$ cat src/rtl/bp_tracker_pkg.sv
// Shared branch-predictor definitions: boolean constants, default sizes and
// a saturating counter helper.
package bp_tracker_pkg;

  localparam logic TRUE  = 1'b1;
  localparam logic FALSE = 1'b0;

  localparam int unsigned DEFAULT_DEPTH = 16;
  localparam int unsigned DEFAULT_TAG_W = 8;

  // Increment that sticks at all-ones instead of wrapping.
  function automatic logic [31:0] sat_inc(input logic [31:0] val);
    return (val == 32'hFFFF_FFFF) ? val : val + 32'd1;
  endfunction

endpackage

$ cat src/rtl/bp_tracker_fifo.sv
// In-order storage of {tag, pred} for in-flight branches. Push and pop must
// arrive already qualified (push only when not full, pop only when not empty).
module bp_tracker_fifo
  import bp_tracker_pkg::*;
#(
  parameter int unsigned DEPTH = DEFAULT_DEPTH,
  parameter int unsigned TAG_W = DEFAULT_TAG_W
) (
  input  logic                     clk,
  input  logic                     rst,
  input  logic                     rdy,
  input  logic                     push,
  input  logic                     pop,
  input  logic                     flush,
  input  logic [TAG_W-1:0]         wr_tag,
  input  logic                     wr_pred,
  output logic [TAG_W-1:0]         head_tag,
  output logic                     head_pred,
  output logic [$clog2(DEPTH):0]   count,
  output logic                     full
);

  localparam int unsigned PtrW = $clog2(DEPTH);

  logic [TAG_W:0]    mem_q [DEPTH];
  logic [PtrW-1:0]   wr_ptr_q, wr_ptr_d;
  logic [PtrW-1:0]   rd_ptr_q, rd_ptr_d;
  logic [PtrW:0]     count_q, count_d;

  // Pointer and occupancy next state; flush wins over any same-cycle push/pop.
  always_comb begin
    wr_ptr_d = wr_ptr_q;
    rd_ptr_d = rd_ptr_q;
    count_d  = count_q;
    if (flush) begin
      wr_ptr_d = '0;
      rd_ptr_d = '0;
      count_d  = '0;
    end else begin
      if (push) wr_ptr_d = wr_ptr_q + PtrW'(1);
      if (pop)  rd_ptr_d = rd_ptr_q + PtrW'(1);
      unique case ({push, pop})
        2'b10:   count_d = count_q + (PtrW+1)'(1);
        2'b01:   count_d = count_q - (PtrW+1)'(1);
        default: count_d = count_q;
      endcase
    end
  end

  // Pointer/count registers, frozen while rdy is low.
  always_ff @(posedge clk) begin
    if (!rst) begin
      wr_ptr_q <= '0;
      rd_ptr_q <= '0;
      count_q  <= '0;
    end else if (rdy) begin
      wr_ptr_q <= wr_ptr_d;
      rd_ptr_q <= rd_ptr_d;
      count_q  <= count_d;
    end
  end

  // Entry storage; contents need no reset since the pointers define validity.
  always_ff @(posedge clk) begin
    if (rdy && push && !flush) begin
      mem_q[wr_ptr_q] <= {wr_tag, wr_pred};
    end
  end

  assign head_tag  = mem_q[rd_ptr_q][TAG_W:1];
  assign head_pred = mem_q[rd_ptr_q][0];
  assign count     = count_q;
  assign full      = (count_q == (PtrW+1)'(DEPTH));

endmodule

$ cat src/rtl/bp_tracker.sv
// Branch prediction tracker: queues issued predictions and, as branches
// commit in order, emits a predictor update plus a mispredict pulse.
// Optional macro BP_STAT_EN adds saturating commit/mispredict counters.
module bp_tracker
  import bp_tracker_pkg::*;
#(
  parameter int unsigned DEPTH = DEFAULT_DEPTH,
  parameter int unsigned TAG_W = DEFAULT_TAG_W
) (
  input  logic             clk,
  input  logic             rst,
  input  logic             rdy,
  input  logic             in_fetch_valid,
  input  logic [TAG_W-1:0] in_fetch_tag,
  input  logic             in_fetch_pred,
  output logic             out_fetch_full,
  input  logic             in_rob_valid,
  input  logic             in_rob_jump_res,
  input  logic             in_flush,
  output logic             out_bp_res,
  output logic [TAG_W-1:0] out_bp_tag,
  output logic             out_bp_jump_res,
`ifdef BP_STAT_EN
  output logic [31:0]      out_stat_total,
  output logic [31:0]      out_stat_miss,
`endif
  output logic             out_mispredict
);

  logic                   full;
  logic [$clog2(DEPTH):0] count;
  logic [TAG_W-1:0]       head_tag;
  logic                   head_pred;
  logic                   push_ok, pop_ok, miss;

  logic                   bp_res_q;
  logic [TAG_W-1:0]       bp_tag_q;
  logic                   bp_jump_res_q;
  logic                   mispredict_q;

  // Push gated by the registered full flag; a same-cycle flush discards it.
  assign push_ok = in_fetch_valid && !full && !in_flush;
  assign pop_ok  = in_rob_valid && (count != '0);
  assign miss    = pop_ok && (head_pred != in_rob_jump_res);

  bp_tracker_fifo #(
    .DEPTH (DEPTH),
    .TAG_W (TAG_W)
  ) u_fifo (
    .clk       (clk),
    .rst       (rst),
    .rdy       (rdy),
    .push      (push_ok),
    .pop       (pop_ok),
    .flush     (in_flush),
    .wr_tag    (in_fetch_tag),
    .wr_pred   (in_fetch_pred),
    .head_tag  (head_tag),
    .head_pred (head_pred),
    .count     (count),
    .full      (full)
  );

  // Predictor update registers; pulses last one cycle per accepted pop.
  always_ff @(posedge clk) begin
    if (!rst) begin
      bp_res_q      <= FALSE;
      bp_tag_q      <= '0;
      bp_jump_res_q <= FALSE;
      mispredict_q  <= FALSE;
    end else if (rdy) begin
      bp_res_q     <= pop_ok;
      mispredict_q <= miss;
      if (pop_ok) begin
        bp_tag_q      <= head_tag;
        bp_jump_res_q <= in_rob_jump_res;
      end
    end else begin
      bp_res_q     <= FALSE;
      mispredict_q <= FALSE;
    end
  end

`ifdef BP_STAT_EN
  logic [31:0] stat_total_q, stat_miss_q;

  // Statistics survive flush; only reset clears them.
  always_ff @(posedge clk) begin
    if (!rst) begin
      stat_total_q <= '0;
      stat_miss_q  <= '0;
    end else if (rdy && pop_ok) begin
      stat_total_q <= sat_inc(stat_total_q);
      if (miss) stat_miss_q <= sat_inc(stat_miss_q);
    end
  end

  assign out_stat_total = stat_total_q;
  assign out_stat_miss  = stat_miss_q;
`endif

  assign out_fetch_full  = full;
  assign out_bp_res      = bp_res_q;
  assign out_bp_tag      = bp_tag_q;
  assign out_bp_jump_res = bp_jump_res_q;
  assign out_mispredict  = mispredict_q;

endmodule

$ cat config.mk
export PLATFORM = sky130hd
export DESIGN_NAME = bp_tracker
export DESIGN_NICKNAME = d
export VERILOG_FILES = /design/src/rtl/bp_tracker_pkg.sv /design/src/rtl/bp_tracker_fifo.sv /design/src/rtl/bp_tracker.sv
export SDC_FILE = /design/constraint.sdc
export NUM_CORES = 1
export LEC_CHECK = 0
export CAP_MARGIN = 15
export CELL_PAD_IN_SITES_DETAIL_PLACEMENT = 2
export CELL_PAD_IN_SITES_GLOBAL_PLACEMENT = 2
export CORE_ASPECT_RATIO = 0.6
export CORE_UTILIZATION = 35
export DETAILED_ROUTE_END_ITERATION = 7
export PLACE_DENSITY = 0.61
export SYNTH_ARGS = -nofsm -noshare
export SYNTH_HDL_FRONTEND = slang
export SYNTH_HIERARCHICAL = 1
export SYNTH_SLANG_ARGS = --single-unit
$ cat constraint.sdc
create_clock -name clk -period 3.5 [get_ports clk]
set_input_delay 0.7 -clock clk [delete_from_list [all_inputs] [get_ports clk]]
set_output_delay 0.7 -clock clk [all_outputs]
set_load 0.01 [all_outputs]
After elaboration in Yosys (flattened, before gate mapping)

Memories as Yosys holds them, arrays and structs flattened. A register that Yosys moved wholly into a read port is not among the register bits.
Cells that the tools add are included.

Divide/modulo/power cells: 0
Add/sub/neg operators: 4
Reduce and logical (&&, ||, !) cells: 17
Multiply operators: 0
Bitwise logic cells: 0
$lt $le $gt $ge: 0
Muxes and demuxes: 10
Equal/unequal tests: 4
Shift-type cells: 0

Operators by type and width:

| kind                | number |
|---|---|
| $mux 4              | 6 |
| $pmux 5 s2          | 1 |
| $reduce_and 2->1    | 5 |
| $add 4x1->4 const B | 2 |
| $logic_and 1x1->1   | 6 |
| $add 5x1->5 const B | 1 |
| $eq 5x5->1 const B  | 1 |
| $mux 5              | 1 |
| $reduce_bool 5->1   | 1 |
| $sub 5x1->5 const B | 1 |
| $reduce_bool 2->1   | 2 |
| $reduce_bool 3->1   | 1 |
| $eq 2x1->1 const B  | 1 |
| $eq 2x2->1 const B  | 1 |
| $logic_not 1->1     | 2 |
| $mux 1              | 2 |
| $ne 1x1->1          | 1 |

Output and inout bits: 12
Bits in registers: 24
Memory bits (read-only): 0
Input port bits: 16
Latch bits: 0
Memories kept: 1
Bits in writable memories: 144
Logic and storage cells: 43

Memory list:

| name         | words | bits a word | read ports | clocked after memory_dff | write ports | RTL line              | RTL |
|---|---|---|---|---|---|---|---|
| u_fifo.mem_q | 16    | 9           | 1          | 1                        | 1           | bp_tracker_fifo.sv:25 | `logic [TAG_W:0] mem_q [DEPTH];` |

Longest topological paths before layout

Depth after elaboration: 8
Depth in mapped cells: 11
Mapped depth without buffers: 11

Hierarchy

Netlist, hierarchy kept.

By module, submodules not included:

| module          | cells an instance | instances | seq. area each (um^2) | area an instance (um^2) |
|---|---|---|---|---|
| bp_tracker_fifo | 325               | 1         | 4664.5                | 6538.8 |
| bp_tracker      | 48                | 1         | 220.2                 | 454.2 |

Worst setup path after synthesis

Ideal clock, no wire load.

Kind: input-to-reg
From: in in_fetch_valid
To: reg u_fifo.count_q[4], in the netlist u_fifo/count[4]
Stages on the path: 9
Data required time: 3.372 ns
Path buffers: 0
Library setup time: 0.128 ns
Data arrival time: 2.598 ns
Slack: 0.774 ns
Cell sequence: nor3b_1 nand2b_1 clkinv_1 ha_1 and3_1 nor3_1 a211o_1 a31oi_1 a211oi_1

Cells in the longest elaborated chain, start to end: 5
Elaborated cells on any way between the ends: 8
Those cells by class: eq/ne (2); mux (2); reduce/logical (4)

Ends and longest elaborated chain:

| item                                                   | RTL line              | RTL |
|---|---|---|
| start: declaration                                     | bp_tracker.sv:13      | `input logic in_fetch_valid,` |
| $logic_and 1x1->1 * (2 in series)                      | bp_tracker.sv:42      | `assign push_ok = in_fetch_valid && !full && !in_flush;` |
| $eq 2x1->1 / $eq 2x2->1 (equally long branches)        | bp_tracker_fifo.sv:42 | `unique case ({push, pop})` |
| $pmux 5 s2 / $reduce_bool 3->1 (equally long branches) | n/a                   |  |
| $mux 5 / $reduce_and 2->1 (equally long branches)      | n/a                   |  |
| end signal: assignment                                 | bp_tracker_fifo.sv:59 | `count_q <= count_d;` |
| end: declaration                                       | bp_tracker_fifo.sv:28 | `logic [PtrW:0] count_q, count_d;` |

Mark *: on every way between the ends. The rest lies on a longest branch, timed or not.
A chain may end at the register's enable or synchronous reset.

Worst setup path in the final report

From: reg u_fifo.count_q[0], in the netlist u_fifo/count[0]
To: reg u_fifo.count_q[4], in the netlist u_fifo/count[4]

Elaborated cells on any way between the ends: 14
Those cells by class: add/sub (2); eq/ne (3); mux (2); reduce/logical (7)

RTL lines:

| item                                                   | RTL line              | RTL |
|---|---|---|
| $reduce_bool 5->1 *                                    | bp_tracker.sv:43      | `assign pop_ok = in_rob_valid && (count != '0);` |
| $logic_and 1x1->1 *                                    | bp_tracker.sv:43      |  |
| via pop_ok                                             | bp_tracker.sv:34      | `logic push_ok, pop_ok, miss;` |
| $eq 2x1->1 / $eq 2x2->1 (equally long branches)        | bp_tracker_fifo.sv:42 |  |
| $pmux 5 s2 / $reduce_bool 3->1 (equally long branches) | n/a                   |  |
| $mux 5 / $reduce_and 2->1 (equally long branches)      | n/a                   |  |

Mark *: on every way through the listed nets, which the timed path passes. The rest lies on a longest branch.

==> run metrics <==
status=complete, no violations; drt first pass iters=4; root buffer cell=clkbuf_16; worst setup margin=0.568 ns; pre-CTS setup slack=0.361 ns; sw power=983 uW; YS warnings=6; first-pass GRT wire length=25.9 mm; CP endpoint kind=flop; fill count=1811; Seq cells post-synth=172; critical path, cell by cell=or4_4 -> o21a_1 -> nand2b_1 -> clkinv_1 -> ha_1 -> and3_1 -> nor3_1 -> a211o_1 -> a31oi_1 -> a211oi_1; fin area=8180 um^2; Total Wirelength=17.4 mm; vias in the first global route=3796; clk sink count=172; gr ovfl total=0; min cycle time layout=2.93 ns; EDFF count, synth=144; largest net degree at the start of global routing=37; H-tree Lvls=4; # resized after CTS=0; Cell Area, Synth=6990 um^2; ys async rst share=0%; drt initial violations=273; Post-DRT Antenna Nets=0; worst vdd ir=0.000356 V; die area=20600 um^2; IO Count=28; clock share of power=41.7%; sequential fraction of design power=52.1%; Reg area=4890 um^2; post-synthesis sequential area ratio=69.9%; Post-CTS Setup Repair Bufs=0; nets=440; initial core utilization=36.3%; Post-DP Area=7620 um^2; Slew @ Worst Pin=0.762 ns; port bufs=27; Main synth FF type=edfxtp_1; Syn Area/Cell=18.7 um^2; Layout area overhead=17.0%; CP Data Required Time=3.81 ns; Pwr Density=528 nW/um^2; Slew HR=49.1%; maximum clock rate=341 MHz; core outline area=19300 um^2; via count=3680; multi-input logic area=1980 um^2; worst-path fanout max=8; Worst-path clk slew=0.07 ns; Setup CP Type=flop to flop; nature of the critical path startpoint=flop; leak pwr=0.00265 uW; commonest cells after routing, fill and taps aside=144 x edfxtp_1, 32 x mux4_1, 27 x clkdlybuf4s50_1, 27 x dfxtp_1, 23 x nand2_1; CTS tree=done; Clk Latency, worst-skew pair=0.43 ns; share of cells above drive strength 1=14.9%; combinational power share=6.2%; drt wl/cell=25.0 um; FP Rows=39; Top Family by Delay on Critical Path=simple AND/OR/NAND/NOR gates; critical path's slowest cell=or4_4; Sw Share=22.7%; clk_skew=0.0109 ns; most common cell after layout, fill and taps aside=edfxtp_1; Finish-stage setup viols=0; GP Congestion=0.885; Crit path buffers/inverters=1; syn nets=396; worst min path class=flop to flop; Die Y=111 um; Diodes inserted=0; setup TNS=0 ns; Post-route DRC=0; internal power=3340 uW; RSZ-0062 raised after global routing=false; Clock Tree Buf Depth=2; arrival time at the worst endpoint=3.24 ns; CTS Buf Count=17; Max Slew Vio Count=0; MaxCap Viol Count=0; initial antenna violation count=0; die width=184 um; hold_buf cts=0; DR vias/cell=5.29; Final period util=83.8%; Hold Worst Slack=0.462 ns; Post-Syn Instances=373; CP peak stage delay=0.57 ns; post-synth cell types=44; DP HPWL=11.8 mm; Hold Fails Final Rpt=0; gr usage total=18.4%
[kinds of logic (layout without fill, tap and decap cells)]
| kind of cell | after synthesis | in the layout | synth area share, % |
|---|---|---|---|
| buffers and inverters | 24 | 81 | 1.90 |
| adders and majority gates | 7 | 7 | 1.25 |
| and+or+nand+nor | 78 | 78 | 5.83 |
| DFF | 172 | 172 | 69.9 |
| xor gates and xnor gates | 4 | 4 | 0.501 |
| muxes | 56 | 56 | 17.8 |
| AOI/OAI and AO/OA | 32 | 32 | 2.88 |
[worst min-delay path, stage by stage, from the launching register on]
cell and delay (ns):
dfxtp_1 0.31, nand2_1 0.05, mux2i_1 0.05
[path summary, 6_finish.rpt]
| kind | cells after the start | endpoint | slack, ns | from |
|---|---|---|---|---|
| max | 10 | u_fifo/count[4] | 0.57 | u_fifo/count[0] |
| min reg2reg | 2 | out_bp_jump_res | 0.46 | out_bp_jump_res |
| max reg2reg | 10 | u_fifo/count[4] | 0.57 | u_fifo/count[0] |
| min | 2 | out_bp_jump_res | 0.46 | out_bp_jump_res |
[metrics by stage]
step	util (%)	std cells	power, uW
2_1_floorplan	-	373	2440
3_3_place_gp	39.5	664	2560
3_5_place_dp	39.5	664	2560
4_1_cts	42.5	696	4380
5_1_grt	42.5	696	4480
6_report	42.5	696	4320
[layout make-up]
cell class	count	area share, %
sequential	172	59.7
inverter	6	0.275
tap	266	4.07
clock inverter	15	1.68
timing repair buffer	43	4.92
clock buffer	17	5.20
multi-input combinational	177	24.1
[Yosys cell counts, types with 2 or more instances]
| cell type | instances | area [um^2] |
|---|---|---|
| inv_1 | 5 | 18.8 |
| mux4_1 | 32 | 841 |
| clkbuf_1 | 8 | 30.0 |
| dfxtp_1 | 28 | 561 |
| nor3_1 | 7 | 35.0 |
| a211oi_1 | 2 | 15.0 |
| buf_1 | 4 | 15.0 |
| nor4_1 | 3 | 18.8 |
| edfxtp_1 | 144 | 4320 |
| mux4_2 | 13 | 293 |
| xor2_1 | 2 | 17.5 |
| a32oi_1 | 2 | 17.5 |
| buf_6 | 4 | 45.0 |
| and2_1 | 15 | 93.8 |
| o2bb2ai_1 | 2 | 17.5 |
| nand4_1 | 2 | 12.5 |
| xnor2_1 | 2 | 17.5 |
| nor3b_1 | 2 | 15.0 |
| and3_1 | 7 | 43.8 |
| a21oi_1 | 13 | 65.1 |
| nor2_1 | 10 | 37.5 |
| mux2i_1 | 11 | 110 |
| o21ai_0 | 5 | 25.0 |
| nand2_1 | 23 | 86.3 |
| nor2b_1 | 2 | 12.5 |
| ha_1 | 7 | 87.6 |
[per-layer routing]
metal	vias up	track usage [%]	routed length, um
met5	-	0	0
met4	0	4.83	158
met3	12	4.06	707
met2	74	25.3	7350
li1	1617	-	-
met1	1977	28.9	9190
[state kept, by name, summed over array words and instances (netlist names), named ones only]
name / flops
out_mispredict: 1
out_bp_tag: 8
u_fifo/wr_ptr_q: 4
u_fifo/rd_ptr_q: 4
out_bp_jump_res: 1
u_fifo/count: 5
u_fifo/mem_q: 144
out_bp_res: 1
[power groups by stage]
stage	combinational [uW]	sequential (uW)	clock (uW)
2_1_floorplan	152	2290	0
3_3_place_gp	261	2290	0
3_5_place_dp	269	2300	0
6_report	269	2250	1800
5_1_grt	292	2250	1940
4_1_cts	270	2250	1860
Note: power is estimated with default switching activity, not from simulation.
